File: src/rtl/hex_display_ctrl.sv
// Registered 7-segment driver for NDIGITS hex digits: frame-aligned (tear-free) update,
// leading-zero blanking, per-digit blink and PWM brightness dimming. Segments are active-low.
module hex_display_ctrl #(
    parameter int NDIGITS   = 6,
    parameter int PWM_BITS  = 4,
    parameter int BLINK_DIV = 12_500_000
) (
    input  logic                   clk,
    input  logic                   reset,
    input  logic [4*NDIGITS-1:0]   value,
    input  logic                   load,
    input  logic                   blank_lz,
    input  logic [NDIGITS-1:0]     blink_mask,
    input  logic [PWM_BITS-1:0]    brightness,
    output logic [7*NDIGITS-1:0]   hex_seg,
    output logic                   upd,
    output logic                   blink_phase
);

    localparam int                  BLINK_W    = (BLINK_DIV > 1) ? $clog2(BLINK_DIV) : 1;
    localparam logic [BLINK_W-1:0]  BLINK_LAST = BLINK_W'(BLINK_DIV - 1);
    localparam logic [PWM_BITS-1:0] PWM_LAST   = '1;

    logic [4*NDIGITS-1:0] shadow_q, shadow_d;
    logic [4*NDIGITS-1:0] active_q, active_d;
    logic                 pending_q, pending_d;
    logic [PWM_BITS-1:0]  pwm_cnt_q, pwm_cnt_d;
    logic [BLINK_W-1:0]   blink_cnt_q, blink_cnt_d;
    logic                 blink_phase_q, blink_phase_d;
    logic                 upd_q, upd_d;
    logic [7*NDIGITS-1:0] hex_seg_q, hex_seg_d;

    logic                 transfer;
    logic                 lit;
    logic                 all_zero;
    logic [NDIGITS-1:0]   lz_blank;

    function automatic logic [6:0] seg_pattern(input logic [3:0] nibble);
        logic [6:0] seg;
        case (nibble)
            4'h0: seg = 7'h40;
            4'h1: seg = 7'h79;
            4'h2: seg = 7'h24;
            4'h3: seg = 7'h30;
            4'h4: seg = 7'h19;
            4'h5: seg = 7'h12;
            4'h6: seg = 7'h02;
            4'h7: seg = 7'h78;
            4'h8: seg = 7'h00;
            4'h9: seg = 7'h10;
            4'hA: seg = 7'h08;
            4'hB: seg = 7'h03;
            4'hC: seg = 7'h46;
            4'hD: seg = 7'h21;
            4'hE: seg = 7'h06;
            default: seg = 7'h0E;
        endcase
        return seg;
    endfunction

    // A load coinciding with a transfer hands the old shadow to active and keeps the new one pending.
    always_comb begin
        transfer      = pending_q && (pwm_cnt_q == PWM_LAST);
        shadow_d      = load ? value : shadow_q;
        pending_d     = load | (pending_q & ~transfer);
        active_d      = transfer ? shadow_q : active_q;
        upd_d         = transfer;
        pwm_cnt_d     = pwm_cnt_q + PWM_BITS'(1);
        blink_cnt_d   = blink_cnt_q + BLINK_W'(1);
        blink_phase_d = blink_phase_q;
        if (blink_cnt_q == BLINK_LAST) begin
            blink_cnt_d   = '0;
            blink_phase_d = ~blink_phase_q;
        end
    end

    // Leading-zero scan runs from the most significant digit down; digit 0 always shows.
    always_comb begin
        lit       = (brightness == PWM_LAST) || (pwm_cnt_q < brightness);
        all_zero  = 1'b1;
        lz_blank  = '0;
        hex_seg_d = '1;
        for (int i = NDIGITS - 1; i >= 0; i--) begin
            all_zero    = all_zero & (active_q[4*i +: 4] == 4'h0);
            lz_blank[i] = blank_lz & all_zero & (i != 0);
        end
        for (int i = 0; i < NDIGITS; i++) begin
            if (lit && !lz_blank[i] && !(blink_phase_q && blink_mask[i])) begin
                hex_seg_d[7*i +: 7] = seg_pattern(active_q[4*i +: 4]);
            end
        end
    end

    always_ff @(posedge clk) begin
        if (reset) begin
            shadow_q      <= '0;
            active_q      <= '0;
            pending_q     <= 1'b0;
            pwm_cnt_q     <= '0;
            blink_cnt_q   <= '0;
            blink_phase_q <= 1'b0;
            upd_q         <= 1'b0;
            hex_seg_q     <= '1;
        end else begin
            shadow_q      <= shadow_d;
            active_q      <= active_d;
            pending_q     <= pending_d;
            pwm_cnt_q     <= pwm_cnt_d;
            blink_cnt_q   <= blink_cnt_d;
            blink_phase_q <= blink_phase_d;
            upd_q         <= upd_d;
            hex_seg_q     <= hex_seg_d;
        end
    end

    assign hex_seg     = hex_seg_q;
    assign upd         = upd_q;
    assign blink_phase = blink_phase_q;

endmodule
File: config.mk
export PLATFORM = sky130hd
export DESIGN_NAME = hex_display_ctrl
export DESIGN_NICKNAME = d
export VERILOG_FILES = /design/src/rtl/hex_display_ctrl.sv
export SDC_FILE = /design/constraint.sdc
export NUM_CORES = 1
export LEC_CHECK = 0
export ABC_AREA = 1
export BUFFER_PORTS_ARGS = -buffer_cell sky130_fd_sc_hd__buf_2
export CAP_MARGIN = 20
export CORE_UTILIZATION = 57
export DETAILED_ROUTE_END_ITERATION = 8
export GPL_ROUTABILITY_DRIVEN = 0
export HOLD_SLACK_MARGIN = 0.02
export PLACE_DENSITY = 0.79
export SLEW_MARGIN = 20
export SYNTH_ARGS = -nofsm -noshare
export SYNTH_HDL_FRONTEND = slang
export SYNTH_SLANG_ARGS = --single-unit
export TNS_END_PERCENT = 50
File: constraint.sdc
create_clock -name clk -period 1.95 [get_ports clk]
set_input_delay 0.39 -clock clk [delete_from_list [all_inputs] [get_ports clk]]
set_output_delay 0.39 -clock clk [all_outputs]
set_load 0.1 [all_outputs]
==> out/metrics.yaml <==
final-max-slew-violation-count: 0
path_cells: "buf_2"
critPathRequiredTime_ns: 1.56
core_area_um2: 9770
post_cts_buffers: 0
yosysUniqueCellTypes: 34
powerDensity_nw_per_um2: 929
fp-row-count: 36
synthCells: 772
fmax_ghz: 0.562
finalWirelength_um: 13300
reg2reg_depth: 7
fin_cells: 999
p_clk_share_pct: 46.9
vias_per_cell: 5.36
hold_buffers: 0
cts_made_buffers: 17
grt_pass1_vias: 4886
hp-start: "value[7]"
ant_nets: 0
total_power_mw: 6.33
async_reset_ff_share_pct: 0
overflow: 0
critical_path.top_delay_family: "buffers and inverters"
drv_cap: 0
yosysMostFrequentCell: "nor2_1"
synth_top_area_cell: "dfxtp_1"
pin_count: 82
r2r_slack_ns: 0.28
worstPathArrival_ns: 1.39
vias: 5351
status: "finished, final reports clean"
post-place-cells: 968
timing.final.crit_share_pct: 91.3
finalSetupTns_ns: 0
netlist.area_leader.share_pct: 42.2
dieWidth_um: 102
clk_latency_ns: 0.51
dieArea_um2: 10500
crit_start: "blink_phase$_SDFFE_PP0P_"
cts_root_buf: "clkbuf_8"
die_h_um: 102
avgSynthCellArea_um2: 7.43
fillerInstances: 793
combPwrFrac_pct: 11.7
post-route-drc-count: 0
startpoint_type: "flop"
min_period_ns: 1.78
p_leak_nw: 2.79
multiInputGateArea_um2: 2890
holdPathStages: 3
rr_startpoint: "pwm_cnt_q[0]$_SDFF_PP0_"
drive_gt1_share_pct: 16.5
htree_levels: 4
hold_class: "in -> reg"
cts_buffer_depth: 2
final-seq-area_um2: 2420
holdPathEnd: "shadow_q[7]$_SDFFE_PP0P_"
grt_pass1_wl_um: 22000
fin_util_pct: 69.8
drtIter0Drc: 356
grt_usage_pct: 26.9
grt_max_degree: 50
numPortBuffers: 81
max-slew-margin-rel_pct: 64.6
cp_max_fo: 5
internal_power_mw: 4.53
vdd_ir_drop_max_mv: 0.566
swShare_pct: 28.4
ys_ff_latch: 121
antenna_found_initial: 0
worst_pin_slew_ns: 0.530
yosys-top-cells-area: "dfxtp_1 (42%), nor2_1 (8.7%), nand2_1 (8.2%)"
clkTransAtPathRegs_ns: 0.06
initial_utilization_pct: 58.7
cts_tree: "built"
numClockSinks: 121
mappedNetlistArea_um2: 5740
cp_slowest_stage_delay_ns: 0.47
syn_nets: 846
slowest_stage: "buf_2"
critical_path_class: "reg -> out"
syn_to_final_growth_pct: 18.8
ys_top_cells_by_count: "nor2_1 (133), nand2_1 (125), dfxtp_1 (121)"
crit_path_end_kind: "output port"
dp_hpwl_um: 9420
setup_viol: 0
cp_num_buf_inv: 1
yosysWarnings: 0
routedWlPerCell_um: 13.3
dr.pass1.iters: 5
grt_setup_unrepaired: "false"
cts_resized: 0
yosysSeqAreaShare_pct: 42.2
fin_worst_skew_ns: 0.0105
final_nets: 928
hold_viol: 0
r2r-end: "active_q[17]$_SDFFE_PP0P_"
power_frac_seq_pct: 41.4
whs_ns: 0.105
ys.flop_type: "dfxtp_1"
synth_edf_count: 0
p_switching_mw: 1.80
diodes: 0
-- layer usage --
metal  vias to the layer above  routed length, um  track usage (%)
met5                         -                  0                0
met4                         0                129             8.46
met3                        18                830             6.84
met2                       194               6250             44.0
met1                      2425               6080             34.8
li1                       2714                  -                -
-- flip-flops by register name, indices dropped and copies added, names as in the netlist --
register     cells
active_q        24
blink_cnt_q     24
blink_phase      1
hex_seg         42
pending_q        1
pwm_cnt_q        4
shadow_q        24
upd              1
-- power groups by stage --
| stage | sequential [mW] | combinational, mW | clock (mW) |
|---|---|---|---|
| after global placement | 2.67 | 0.732 | 0 |
| final | 2.62 | 0.741 | 2.97 |
| after detailed placement | 2.67 | 0.741 | 0 |
| after global routing | 2.63 | 0.788 | 3.11 |
| after CTS | 2.62 | 0.744 | 2.99 |
| after floorplan | 3.08 | 0.181 | 0 |
-- kinds of logic after synthesis --
group	share of synthesized area [%]
xor gates and xnor gates	1.53
DFF	42.2
and+or+nand+nor	27.4
AOI/OAI and AO/OA	13.5
buffers and inverters	7.46
adders and majority gates	7.85
-- per-stage QoR --
step                      setup WS, ns  area [um2]
after floorplan                  0.357        5740
after global placement           0.385        6250
after detailed placement         0.297        6250
after CTS                        0.155        6820
after global routing             0.124        6820
final                            0.170        6820
-- worst max-delay path by stage --
stage | slack, ns | to | depth (start not counted)
after detailed placement | 0.30 | hex_seg[9]$_SDFF_PP1_ | 8
after floorplan | 0.36 | hex_seg[10]$_SDFF_PP1_ | 2
final | 0.17 | blink_phase | 1
after global placement | 0.39 | hex_seg[13]$_SDFF_PP1_ | 8
after CTS | 0.15 | blink_phase | 1
after global routing | 0.12 | blink_phase | 1
-- worst min-delay path: cells and delay by family --
kind                   cells  cell delay, ns
buffers and inverters      1            0.07
and+or+nand+nor            2            0.11
-- placed cells by master, fill, tap and decap left out, types with 7 or more instances in the layout --
| master | n |
|---|---|
| nor2_1 | 133 |
| nand2_1 | 125 |
| dfxtp_1 | 121 |
| buf_2 | 81 |
| o21ai_0 | 74 |
| inv_1 | 68 |
| a21oi_1 | 52 |
| ha_1 | 36 |
| nand3_1 | 35 |
| nand4_1 | 33 |
| clkbuf_16 | 16 |
| nor3_1 | 13 |
| o22ai_1 | 7 |
| xor2_1 | 7 |
| buf_4 | 7 |
-- final cells by class --
class / count / share of cell area [%]
clock buffer: 17 / 6.07
clock inverter: 14 / 2.22
inverter: 74 / 4.07
multi-input combinational: 550 / 42.4
sequential: 121 / 35.5
tap: 133 / 2.44
timing repair buffer: 90 / 7.30
No activity file was read; power rests on OpenSTA's default activity.
